<file path="src/rtl/io_pkg.sv">
// Shared IO definitions: FSM state encoding and board IO address map.
package io_pkg;

  typedef enum logic [1:0] {
    IDLE         = 2'd0,
    WAIT_CONFIRM = 2'd1,
    DONE         = 2'd2
  } io_state_e;

  localparam logic [31:0] IO_SW_ADDR  = 32'hFFFF_FC70;
  localparam logic [31:0] IO_LED_ADDR = 32'hFFFF_FFC2;
  localparam logic [31:0] IO_SEG_ADDR = 32'hFFFF_FFF0;

endpackage

</file>
<file path="src/rtl/io_debounce.sv">
// Two-flop synchronizer plus stability counter for a raw button input.
// Emits a one-cycle pulse when the debounced level goes 0 -> 1.
module io_debounce #(
  parameter int unsigned DEBOUNCE_CYCLES = 1000000
) (
  input  logic clk,
  input  logic rst,
  input  logic btn_in,
  output logic rise_o
);

  localparam int unsigned CW = $clog2(DEBOUNCE_CYCLES);

  logic          sync1_q, sync2_q;
  logic          stable_q, stable_d;
  logic          rise_q, rise_d;
  logic [CW-1:0] cnt_q, cnt_d;

  // Count consecutive cycles the synchronized level differs from the stable level.
  always_comb begin
    cnt_d    = '0;
    stable_d = stable_q;
    rise_d   = 1'b0;
    if (sync2_q != stable_q) begin
      if (cnt_q == CW'(DEBOUNCE_CYCLES - 1)) begin
        stable_d = sync2_q;
        rise_d   = sync2_q;
      end else begin
        cnt_d = cnt_q + 1'b1;
      end
    end
  end

  // Synchronizer, counter and stable level registers.
  always_ff @(posedge clk) begin
    if (rst) begin
      sync1_q  <= 1'b0;
      sync2_q  <= 1'b0;
      stable_q <= 1'b0;
      rise_q   <= 1'b0;
      cnt_q    <= '0;
    end else begin
      sync1_q  <= btn_in;
      sync2_q  <= sync1_q;
      stable_q <= stable_d;
      rise_q   <= rise_d;
      cnt_q    <= cnt_d;
    end
  end

  assign rise_o = rise_q;

endmodule

</file>
<file path="src/rtl/io_access_ctrl.sv">
// CPU memory-mapped IO sequencer: LED/segment write strobes and
// operator-confirmed switch reads.
// Optional macro IO_TIMEOUT_EN adds a confirm-wait timeout (parameter
// TIMEOUT_CYCLES exists only in that build).
//
// state        | meaning
// IDLE         | waiting for a CPU request, request fields sampled here
// WAIT_CONFIRM | switch read pending, waiting for debounced confirm press
// DONE         | one-cycle completion, req_ready and strobes/errors visible
module io_access_ctrl
  import io_pkg::*;
#(
  parameter int unsigned DEBOUNCE_CYCLES = 1000000,
  parameter logic [31:0] SW_ADDR         = IO_SW_ADDR,
  parameter logic [31:0] LED_ADDR        = IO_LED_ADDR,
`ifdef IO_TIMEOUT_EN
  parameter logic [31:0] TIMEOUT_CYCLES  = 32'd500000000,
`endif
  parameter logic [31:0] SEG_ADDR        = IO_SEG_ADDR
) (
  input  logic        clk,
  input  logic        rst,
  input  logic        req_valid,
  input  logic        req_we,
  input  logic [31:0] req_addr,
  input  logic [31:0] req_wdata,
  output logic        req_ready,
  output logic [31:0] rsp_rdata,
  input  logic        confirm_btn,
  input  logic [15:0] switch_in,
  output logic        led_we,
  output logic        seg_we,
  output logic [31:0] io_wdata,
  output logic        err_unmapped,
  output logic        err_timeout
);

  io_state_e   state_q, state_d;
  logic        req_ready_q, req_ready_d;
  logic        led_we_q, led_we_d;
  logic        seg_we_q, seg_we_d;
  logic        err_unmapped_q, err_unmapped_d;
  logic [31:0] io_wdata_q, io_wdata_d;
  logic [31:0] rsp_rdata_q, rsp_rdata_d;
  logic [15:0] sw_sync1_q, sw_sync2_q;
  logic        confirm_rise;

`ifdef IO_TIMEOUT_EN
  logic        err_timeout_q, err_timeout_d;
  logic [31:0] tmo_q, tmo_d;
`endif

  io_debounce #(
    .DEBOUNCE_CYCLES(DEBOUNCE_CYCLES)
  ) u_confirm_db (
    .clk    (clk),
    .rst    (rst),
    .btn_in (confirm_btn),
    .rise_o (confirm_rise)
  );

  // Switch levels only need synchronizing; the operator confirms when they are settled.
  always_ff @(posedge clk) begin
    if (rst) begin
      sw_sync1_q <= '0;
      sw_sync2_q <= '0;
    end else begin
      sw_sync1_q <= switch_in;
      sw_sync2_q <= sw_sync1_q;
    end
  end

  // Next-state and registered-output decode for the access FSM.
  always_comb begin
    state_d        = state_q;
    req_ready_d    = 1'b0;
    led_we_d       = 1'b0;
    seg_we_d       = 1'b0;
    err_unmapped_d = 1'b0;
    io_wdata_d     = io_wdata_q;
    rsp_rdata_d    = rsp_rdata_q;
`ifdef IO_TIMEOUT_EN
    err_timeout_d  = 1'b0;
    tmo_d          = tmo_q;
`endif
    case (state_q)
      IDLE: begin
        if (req_valid) begin
          state_d     = DONE;
          req_ready_d = 1'b1;
          rsp_rdata_d = '0;
          if (req_we && req_addr == LED_ADDR) begin
            led_we_d   = 1'b1;
            io_wdata_d = req_wdata;
          end else if (req_we && req_addr == SEG_ADDR) begin
            seg_we_d   = 1'b1;
            io_wdata_d = req_wdata;
          end else if (!req_we && req_addr == SW_ADDR) begin
            state_d     = WAIT_CONFIRM;
            req_ready_d = 1'b0;
            rsp_rdata_d = rsp_rdata_q;
`ifdef IO_TIMEOUT_EN
            tmo_d       = '0;
`endif
          end else begin
            err_unmapped_d = 1'b1;
          end
        end
      end
      WAIT_CONFIRM: begin
        if (confirm_rise) begin
          state_d     = DONE;
          req_ready_d = 1'b1;
          rsp_rdata_d = {16'b0, sw_sync2_q};
        end
`ifdef IO_TIMEOUT_EN
        else if (tmo_q == TIMEOUT_CYCLES - 32'd1) begin
          state_d       = DONE;
          req_ready_d   = 1'b1;
          rsp_rdata_d   = '0;
          err_timeout_d = 1'b1;
        end else begin
          tmo_d = tmo_q + 32'd1;
        end
`endif
      end
      DONE:    state_d = IDLE;
      default: state_d = IDLE;
    endcase
  end

  // State and output registers.
  always_ff @(posedge clk) begin
    if (rst) begin
      state_q        <= IDLE;
      req_ready_q    <= 1'b0;
      led_we_q       <= 1'b0;
      seg_we_q       <= 1'b0;
      err_unmapped_q <= 1'b0;
      io_wdata_q     <= '0;
      rsp_rdata_q    <= '0;
`ifdef IO_TIMEOUT_EN
      err_timeout_q  <= 1'b0;
      tmo_q          <= '0;
`endif
    end else begin
      state_q        <= state_d;
      req_ready_q    <= req_ready_d;
      led_we_q       <= led_we_d;
      seg_we_q       <= seg_we_d;
      err_unmapped_q <= err_unmapped_d;
      io_wdata_q     <= io_wdata_d;
      rsp_rdata_q    <= rsp_rdata_d;
`ifdef IO_TIMEOUT_EN
      err_timeout_q  <= err_timeout_d;
      tmo_q          <= tmo_d;
`endif
    end
  end

  assign req_ready    = req_ready_q;
  assign led_we       = led_we_q;
  assign seg_we       = seg_we_q;
  assign err_unmapped = err_unmapped_q;
  assign io_wdata     = io_wdata_q;
  assign rsp_rdata    = rsp_rdata_q;
`ifdef IO_TIMEOUT_EN
  assign err_timeout  = err_timeout_q;
`else
  assign err_timeout  = 1'b0;
`endif

endmodule

</file>
<file path="config.mk">
export PLATFORM = sky130hd
export DESIGN_NAME = io_access_ctrl
export DESIGN_NICKNAME = d
export VERILOG_FILES = /design/src/rtl/io_pkg.sv /design/src/rtl/io_debounce.sv /design/src/rtl/io_access_ctrl.sv
export SDC_FILE = /design/constraint.sdc
export NUM_CORES = 1
export LEC_CHECK = 0
export BUFFER_PORTS_ARGS = -buffer_cell sky130_fd_sc_hd__buf_2
export CAP_MARGIN = 20
export CORE_ASPECT_RATIO = 0.75
export CORE_MARGIN = 2
export CORE_UTILIZATION = 54
export DETAILED_ROUTE_END_ITERATION = 8
export GPL_TIMING_DRIVEN = 0
export PLACE_DENSITY = 0.85
export SETUP_SLACK_MARGIN = 0.2
export SLEW_MARGIN = 20
export SYNTH_ARGS = -nofsm -noshare
export SYNTH_HDL_FRONTEND = slang
export SYNTH_HIERARCHICAL = 1
export SYNTH_SLANG_ARGS = --single-unit
</file>
<file path="constraint.sdc">
create_clock -name clk -period 4.8 [get_ports clk]
set_input_delay 0.48 -clock clk [delete_from_list [all_inputs] [get_ports clk]]
set_output_delay 0.48 -clock clk [all_outputs]
set_load 0.01 [all_outputs]
</file>
==> results of run 1 <==
==> per-stage QoR <==
| step | hold slack [ps] | worst slack, ps | util [%] | instances |
|---|---|---|---|---|
| detailed placement | 422.0 | 2615 | 67.31 | 717 |
| CTS | 289.9 | 2822 | 69.82 | 733 |
| floorplan | 413.0 | 3133 | - | 476 |
| global placement | 420.2 | 2672 | 67.31 | 717 |
| global route | 286.4 | 2619 | 69.82 | 733 |
| finish | 302.6 | 2758 | 69.82 | 733 |
==> sequential cells by signal (all words and copies together), names as in the netlist, 2 cells and up <==
name	flops
u_confirm_db/cnt_q	20
io_wdata	32
rsp_rdata	16
state_q	2
sw_sync1_q	16
sw_sync2_q	16
==> per-layer routing <==
layer / track usage, % / part of all wire, % / up-vias
met4: 7.365 / 1.5 / 0
li1: - / - / 1873
met1: 26.97 / 43 / 1735
met5: 0 / 0 / -
met2: 37.60 / 49 / 132
met3: 5.730 / 6.9 / 14
==> synth_stat cells (2+ instances only) <==
cell type	number	area share [%]
dfxtp_1	110	49
nand2b_1	64	8.8
nor2b_1	35	4.8
mux2i_1	32	7.1
nand2_1	28	2.3
nor2_1	19	1.6
o21ai_0	19	2.1
buf_4	17	2.8
a32oi_1	16	3.1
clkbuf_1	16	1.3
xnor2_1	12	2.3
nor4_1	10	1.4
nand4_1	9	1.2
a21oi_1	6	0.66
inv_1	6	0.50
and4_1	5	0.97
nand3_1	5	0.55
or3_1	5	0.69
and3_1	3	0.41
buf_12	3	1.3
buf_2	3	0.33
nor3_1	3	0.33
xor2_1	3	0.58
a21o_1	2	0.33
a31oi_1	2	0.28
nand4b_1	2	0.39
nor3b_1	2	0.33
nor4bb_1	2	0.44
==> worst paths after layout <==
kind,cells past startpoint,startpoint,endpoint
worst min-delay path,2,switch_in[4],sw_sync1_q[4]
worst max register to register,5,u_confirm_db/cnt_q[14],u_confirm_db/cnt_q[16]
worst min register to register,1,sw_sync1_q[12],sw_sync2_q[12]
worst max-delay path,5,u_confirm_db/cnt_q[14],u_confirm_db/cnt_q[16]
==> layout make-up <==
type | count | area [µm²]
Sequential cell | 110 | 2202
Multi-Input combinational cell | 319 | 2086
Fill cell | 645 | 2421
Tap cell | 105 | 131.4
Inverter | 6 | 22.52
Clock inverter | 7 | 77.57
Clock buffer | 9 | 123.9
Timing Repair Buffer | 136 | 680.7
Buffer | 41 | 277.8
==> logic make-up (layout without fill, tap and decap cells) <==
family | Yosys count | count (layout) | synth area share (%)
DFF | 110 | 110 | 48.63
adders and majority gates | 1 | 1 | 0.2763
xor gates and xnor gates | 15 | 15 | 2.901
and+or+nand+nor | 204 | 204 | 27.02
muxes | 32 | 32 | 7.074
AOI/OAI and AO/OA | 50 | 50 | 7.377
buffers and inverters | 47 | 199 | 6.631
other | 1 | 17 | 0.08282
==> power groups by stage <==
| stage | logic (mW) | registers [mW] | clock network [mW] |
|---|---|---|---|
| 2_1_floorplan | 0.0613 | 0.951 | 0 |
| 3_3_place_gp | 0.106 | 0.952 | 0 |
| 3_5_place_dp | 0.109 | 0.952 | 0 |
| 4_1_cts | 0.109 | 0.931 | 0.555 |
| 5_1_grt | 0.122 | 0.933 | 0.599 |
| 6_report | 0.109 | 0.931 | 0.548 |
==> impl_metrics.tcl, run 1 <==
set metrics [dict create \
    cts_resized 0 \
    portBuffers 136 \
    end_kind "flip-flop" \
    drive_gt1_share_pct 29.14 \
    cp_cell_sequence "nor4bb_1 > nand4_1 > o21ai_2 > buf_2 > nor2_1" \
    reg2reg_slack_ps 2760 \
    max_freq_ghz 0.4898 \
    grt_pass1_vias 3538 \
    fin_crit_sh_pct 42.54 \
    ys_ff_latch 110 \
    setup_viol 0 \
    antenna_found_initial 0 \
    cp-start-kind "flip-flop" \
    core_area_um2 8023 \
    p_leak_nw 2.302 \
    dp_hpwl_um 7601 \
    cp.arrival_ps 2310 \
    grt-ovfl-total 0 \
    die_area_um2 9141 \
    hp-class "input pin to flip-flop" \
    ys_types 49 \
    rsz0062_at_grt "no" \
    ir_worst_vdd_mv 0.2199 \
    p_sw_share_pct 24.92 \
    cts_tree "done" \
    holdBufCountCts 0 \
    placed_area_um2 5400 \
    diodes 0 \
    clk_latency_ps 380 \
    drt_iter0_markers 125 \
    skew_ps 9.097 \
    seq_power_share_pct 58.6 \
    vias 3754 \
    cpMaxStageDelayCell "nor4bb_1" \
    postLayoutCellArea_um2 5602 \
    max-cap-violations 0 \
    yosysSeqAreaShare_pct 48.63 \
    clock_path_buffers 2 \
    die_x_um 109.7 \
    post_cts_buffers 0 \
    yosys_warnings 6 \
    cts-root-buf "clkbuf_8" \
    post-route-min-period_ps 2042 \
    ant_nets 0 \
    start_util_pct 56.44 \
    p_int_mw 1.192 \
    cts.clk_slew.worst_paths_ps 110 \
    drv_slew 0 \
    netlist_instances 460 \
    grtUsageTotal_pct 22.12 \
    status "completed" \
    fin_nets 709 \
    synthArstFlopShare_pct 0 \
    gp_congestion 0.7584 \
    synth.avg_cell_area_um2 9.844 \
    worstMarginPinSlew_ps 722.8 \
    area_growth_pct 23.71 \
    final_cell_mix "139 x buf_2, 110 x dfxtp_1, 64 x nand2b_1" \
    comb_power_share_pct 6.9 \
    grt_max_degree 22 \
    routed_wl_um 10010 \
    die_y_um 83.31 \
    drc 0 \
    synth_edf_count 0 \
    switchingPower_mw 0.3958 \
    critPathKind "flip-flop to flip-flop" \
    power_frac_clock_pct 34.5 \
    io_pins 154 \
    power_density_nw_per_um2 283.5 \
    grt_pass1_wl_um 16070 \
    fin_tns_setup_ps 0 \
    wire_per_inst_um 13.65 \
    synth_ff_type "dfxtp_1" \
    first_pass_iters 4 \
    cpLargestDelayFamily "simple AND/OR/NAND/NOR gates" \
    cts-buffers-inserted 9 \
    clock_sinks 110 \
    hold_viol 0 \
    path_max_fanout 10 \
    total_power_mw 1.588 \
    slowest_delay_ps 510 \
    path_buf_inv 1 \
    viasPerCell 5.121 \
    htree_num_levels 3 \
    fp-row-count 28 \
    syn_area_um2 4528 \
    final_common_cell "buf_2" \
    relSlewSlack_pct 51.37 \
    crit_required_ps 5070 \
]
Power figures use the tool's default switching activity.
==> inputs of run 2 (changes only) <==
--- a/config.mk
+++ b/config.mk
@@ -5,14 +5,15 @@
 export SDC_FILE = /design/constraint.sdc
 export NUM_CORES = 1
 export LEC_CHECK = 0
+export ABC_AREA = 1
 export BUFFER_PORTS_ARGS = -buffer_cell sky130_fd_sc_hd__buf_2
 export CAP_MARGIN = 20
 export CORE_ASPECT_RATIO = 0.75
 export CORE_MARGIN = 2
-export CORE_UTILIZATION = 54
+export CORE_UTILIZATION = 47
 export DETAILED_ROUTE_END_ITERATION = 8
 export GPL_TIMING_DRIVEN = 0
-export PLACE_DENSITY = 0.85
+export PLACE_DENSITY = 0.77
 export SETUP_SLACK_MARGIN = 0.2
 export SLEW_MARGIN = 20
 export SYNTH_ARGS = -nofsm -noshare
==> constraint.sdc (replaced) <==
create_clock -name clk -period 1.72 [get_ports clk]
set_input_delay 0.172 -clock clk [delete_from_list [all_inputs] [get_ports clk]]
set_output_delay 0.172 -clock clk [all_outputs]
set_load 0.01 [all_outputs]
==> impl_metrics.tcl, run 2 <==
set metrics [dict create \
    largest_register_ff_count 32 \
    drv_slew 0 \
    die_x_um 124.1 \
    synth_top_area_share_pct 43.34 \
    io_pins 154 \
    drt_iter0_markers 223 \
    area_growth_pct 24.53 \
    skew_ps 9.558 \
    fin_tns_setup_ps 0 \
    crit_start "u_confirm_db/cnt_q[0]" \
    relSlewSlack_pct 60.63 \
    setup_viol 0 \
    grt_max_degree 24 \
    hold_depth 3 \
    min-delay-start "switch_in[15]" \
    fin_nets 980 \
    start_util_pct 48.81 \
    synth.avg_cell_area_um2 6.951 \
    grt-ovfl-total 0 \
    final_common_cell "nor2_1" \
    min_to "sw_sync1_q[15]" \
    crit_required_ps 1970 \
    ys_ff_latch 110 \
    hold_viol 0 \
    max_freq_ghz 0.7073 \
    clock_path_buffers 2 \
    first_pass_iters 4 \
    syn_area_um2 5081 \
    grt_pass1_wl_um 18130 \
    drc 0 \
    yosys_warnings 6 \
    clk_latency_ps 350 \
    cts.clk_slew.worst_paths_ps 80 \
    gp_congestion 0.9226 \
    cpMostUsedCell "nor2_1" \
    synth_area_leaders "dfxtp_1 43%, nor2_1 12%, nand2_1 10%, inv_1 7.9%, nand3_1 5.6%" \
    synthArstFlopShare_pct 0 \
    end_kind "flip-flop" \
    slowest_delay_ps 410 \
    grt_pass1_vias 4048 \
    core_area_um2 10410 \
    drive_gt1_share_pct 26.59 \
    r2r_end "u_confirm_db/cnt_q[10]" \
    cts_tree "done" \
    synth_ff_type "dfxtp_1" \
    antenna_found_initial 0 \
    htree_num_levels 3 \
    post-route-min-period_ps 1414 \
    yosysSeqAreaShare_pct 43.34 \
    cp_cell_sequence "ha_4 > nand3_2 > inv_2 > nand2_2 > nor2_1 > xor2_1 > nor2_1" \
    hp-class "input pin to flip-flop" \
    rsz0062_at_grt "yes" \
    synth_common_cells "162 x nor2_1, 137 x nand2_1, 110 x dfxtp_1" \
    fin_crit_sh_pct 82.20 \
    reg2reg_slack_ps 310 \
    worstMarginPinSlew_ps 590.5 \
    path_max_fanout 5 \
    vias 4616 \
    diodes 0 \
    ir_worst_vdd_mv 0.5960 \
    yosysTopAreaCell "dfxtp_1" \
    power_density_nw_per_um2 828.3 \
    final_cell_mix "160 x nor2_1, 145 x buf_2, 137 x nand2_1" \
    status "completed" \
    die_area_um2 11670 \
    cp.arrival_ps 1660 \
    ant_nets 0 \
    yosysMostFrequentCell "nor2_1" \
    total_power_mw 5.241 \
    p_leak_nw 3.106 \
    cp-start-kind "flip-flop" \
    wire_per_inst_um 10.88 \
    ys_types 31 \
    die_y_um 94.05 \
    netlist_instances 731 \
    fp-row-count 32 \
    cts-root-buf "clkbuf_16" \
    viasPerCell 4.460 \
    cpMaxStageDelayCell "dfxtp_1" \
    dp_hpwl_um 8645 \
    r2r-start "u_confirm_db/cnt_q[0]" \
    max-cap-violations 0 \
    r2r_cells 7 \
    critPathKind "flip-flop to flip-flop" \
    cts-buffers-inserted 9 \
    utilization_pct 60.78 \
    grtUsageTotal_pct 19.68 \
    synth_edf_count 0 \
    portBuffers 136 \
    clock_sinks 110 \
    routed_wl_um 11260 \
]
[run 2: final cells by class]
cell class | instances | area (µm²)
plain buffers | 45 | 327.8
well taps | 136 | 170.2
clock inverters | 7 | 91.34
flip-flops and latches | 110 | 2202
inverters | 112 | 420.4
fillers | 1002 | 4083
multi-input cells | 480 | 2210
repair buffers | 136 | 680.7
clock buffers | 9 | 225.2
[run 2: worst max path at each step]
stage	slack, ps	end	cells past startpoint
4_1_cts	240	u_confirm_db/cnt_q[10]	7
3_5_place_dp	170	io_wdata[18]	7
6_report	310	u_confirm_db/cnt_q[10]	7
2_1_floorplan	430	u_confirm_db/cnt_q[12]	7
5_1_grt	190	u_confirm_db/stable_q	8
3_3_place_gp	180	io_wdata[20]	7
[run 2: logic make-up (layout without fill, tap and decap cells)]
kind of cell	after synthesis	after routing	share of synthesized area [%]
AO/OA/AOI/OAI	43	43	4.506
adder cells (fa/ha/maj)	1	1	0.2462
flip-flops	110	110	43.34
buffers and inverters	157	309	14.70
XOR/XNOR	10	10	1.724
AND/OR/NAND/NOR	409	409	35.41
other	1	17	0.07380
[run 2: repair_timing]
action | in CTS | in global routing
buffers inserted | 0 | 0
resized for setup | 0 | 6
hold buffers | 0 | 0
endpoints found under the setup margin | 0 | 61
[run 2: metrics by stage]
step                instance area (µm²)  std cells  hold WS (ps)  worst slack, ps
floorplan                          5141        747         243.2            431.1
CTS                                6309       1035         2.594            237.4
global route                       6327       1035         12.12            185.2
global placement                   5992       1019         372.2            184.4
finish                             6327       1035         12.57            306.1
detailed placement                 5992       1019         377.9            166.8
[run 2: worst max-delay path, delay by kind of cell (launching register included)]
kind / cells / cell delay, ps
XOR/XNOR: 1 / 170
adder cells (fa/ha/maj): 1 / 190
flip-flops: 1 / 410
AND/OR/NAND/NOR: 4 / 450
buffers and inverters: 1 / 90
[run 2: where the power goes]
group | leakage (nW) | internal, mW | total, mW | switching, mW
Combinational | 2.05 | 0.204 | 0.469 | 0.265
Clock | 0.155 | 1.06 | 2.14 | 1.07
Sequential | 0.897 | 2.61 | 2.64 | 0.0250
Total | 3.11 | 3.88 | 5.24 | 1.36
[run 2: metal layers]
layer	vias up	GRT usage (%)	wire, µm
met2	131	31.74	5065
met5	-	0	0
li1	2512	-	-
met4	0	6.273	107
met1	1964	25.90	5299
met3	9	4.733	786
==> inputs of run 3 (changes only) <==
==> constraint.sdc (replaced) <==
create_clock -name clk -period 1.1 [get_ports clk]
set_input_delay 0.11 -clock clk [delete_from_list [all_inputs] [get_ports clk]]
set_output_delay 0.11 -clock clk [all_outputs]
set_load 0.01 [all_outputs]
==> impl_metrics.tcl, run 3 (synthesized netlist as in run 2, its figures left out) <==
set metrics [dict create \
    status "finished with violations" \
    violations "setup timing" \
    clock_path_buffers 2 \
    drive_gt1_share_pct 47.94 \
    portBuffers 136 \
    ir_worst_vdd_mv 1.044 \
    clk_latency_ps 350 \
    cp-start-kind "flip-flop" \
    postLayoutCellArea_um2 8147 \
    met2WireLength_um 7814 \
    grt_pass1_vias 4939 \
    placed_area_um2 6319 \
    r2r_end "io_wdata[25]" \
    cp.arrival_ps 1620 \
    first_pass_iters 6 \
    dp_hpwl_um 8761 \
    drc 0 \
    max_freq_ghz 0.7365 \
    min-delay-start "req_wdata[14]" \
    grtUsageTotal_pct 24.98 \
    final_cell_mix "132 x nor2_1, 123 x nand2_1, 100 x inv_1" \
    start_util_pct 48.81 \
    die_x_um 124.1 \
    clock_sinks 110 \
    io_pins 154 \
    fin_tns_setup_ps -14780 \
    wire_per_inst_um 14.13 \
    crit_start "state_q[0]" \
    htree_num_levels 3 \
    worstMarginPinSlew_ps 634.4 \
    post-route-min-period_ps 1358 \
    hp-class "input pin to flip-flop" \
    largest_register_ff_count 32 \
    skew_ps 6.495 \
    relSlewSlack_pct 57.70 \
    hold_viol 0 \
    grt_pass1_wl_um 22850 \
    cts-buffers-inserted 9 \
    grt-ovfl-total 0 \
    fin_crit_sh_pct 123.4 \
    drv_slew 0 \
    grt_max_degree 21 \
    cts.clk_slew.worst_paths_ps 80 \
    fin_nets 1051 \
    p_leak_nw 3.696 \
    highest_layer "met4" \
    vias 5372 \
    max-cap-violations 0 \
    gp_congestion 0.9167 \
    viasPerCell 4.857 \
    drt_iter0_markers 388 \
    cts_tree "done" \
    core_area_um2 10410 \
    final_common_cell "nor2_1" \
    final.setup.worst_slack_ps -257.7 \
    antenna_found_initial 0 \
    end_kind "flip-flop" \
    die_y_um 94.05 \
    power_density_nw_per_um2 1079 \
    utilization_pct 78.26 \
    fp-row-count 32 \
    num-fill-cells 681 \
    ant_nets 0 \
    crit_required_ps 1360 \
    r2r_cells 7 \
    critPathKind "flip-flop to flip-flop" \
    reg2reg_slack_ps -260 \
    setup_viol 76 \
    met1Wirelength_um 6237 \
    path_max_fanout 10 \
    die_area_um2 11670 \
    diodes 0 \
    area_growth_pct 60.33 \
    total_power_mw 8.792 \
    routed_wl_um 15630 \
    cts-root-buf "clkbuf_16" \
    crit_path_end "io_wdata[25]" \
    r2r-start "state_q[0]" \
    route.met3.wl_um 1203 \
    dp_worst_setup_slack_ps -399.9 \
    rsz0062_at_grt "yes" \
]
[run 3: cell types whose count changed in the layout (fill, tap and decap cells not counted), sizes merged]
cell	change
buf	+50
dlygate4sd3	+18
clkbuf	+2
bufinv	+1
clkinvlp	+1
inv	-1
[run 3: cell type report]
type	instances	area [µm²]	share of cell area, %
timing repair inverter	1	8.758	0.1075
multi-input combinational	480	2736	33.59
clock inverter	7	91.34	1.121
tap	136	170.2	2.089
inverter	112	432.9	5.314
sequential	110	2295	28.17
clock buffer	9	225.2	2.765
timing repair buffer	206	1754	21.53
buffer	45	432.9	5.314
[run 3: how the worst min path moves through the flow]
stage	end	slack (ps)	cells past startpoint
finish	io_wdata[14]	70	5
global route	io_wdata[15]	80	5
CTS	io_wdata[14]	60	5
detailed placement	sw_sync1_q[14]	310	3
global placement	sw_sync1_q[15]	310	3
floorplan	u_confirm_db/sync1_q	180	1
[run 3: metal layers]
metal  track usage, %  vias to the layer above
met4            6.554                        0
met5                0                        -
met3            5.947                       38
met2            44.08                      276
met1            30.40                     2412
li1                 -                     2646
[run 3: metrics by stage]
stage | hold slack [ps] | cells
6_report | 66.25 | 1106
5_1_grt | 80.99 | 1106
4_1_cts | 55.35 | 1093
3_5_place_dp | 315.0 | 1019
3_3_place_gp | 313.8 | 1019
2_1_floorplan | 181.2 | 747
[run 3: critical path, cell delays in order, from the launching register on]
cell	delay (ps)
dfxtp_2	340
nor2_4	190
nand2_4	150
inv_8	130
buf_12	110
buf_12	110
a21oi_1	80
nor2_1	160
[run 3: power by group]
part	switching, mW	internal (mW)
Combinational	0.617	0.651
Clock	1.57	1.82
Sequential	0.0530	4.08
[run 3: repair_timing]
item                                    4_1_cts  5_1_grt
setup buffers                                32       12
endpoints found under the setup margin      128      128
resized for setup                           164       64
cloned                                        8        1
pin swaps                                    27       16
hold buffers                                 18        0
hold endpoints to repair                     18        0
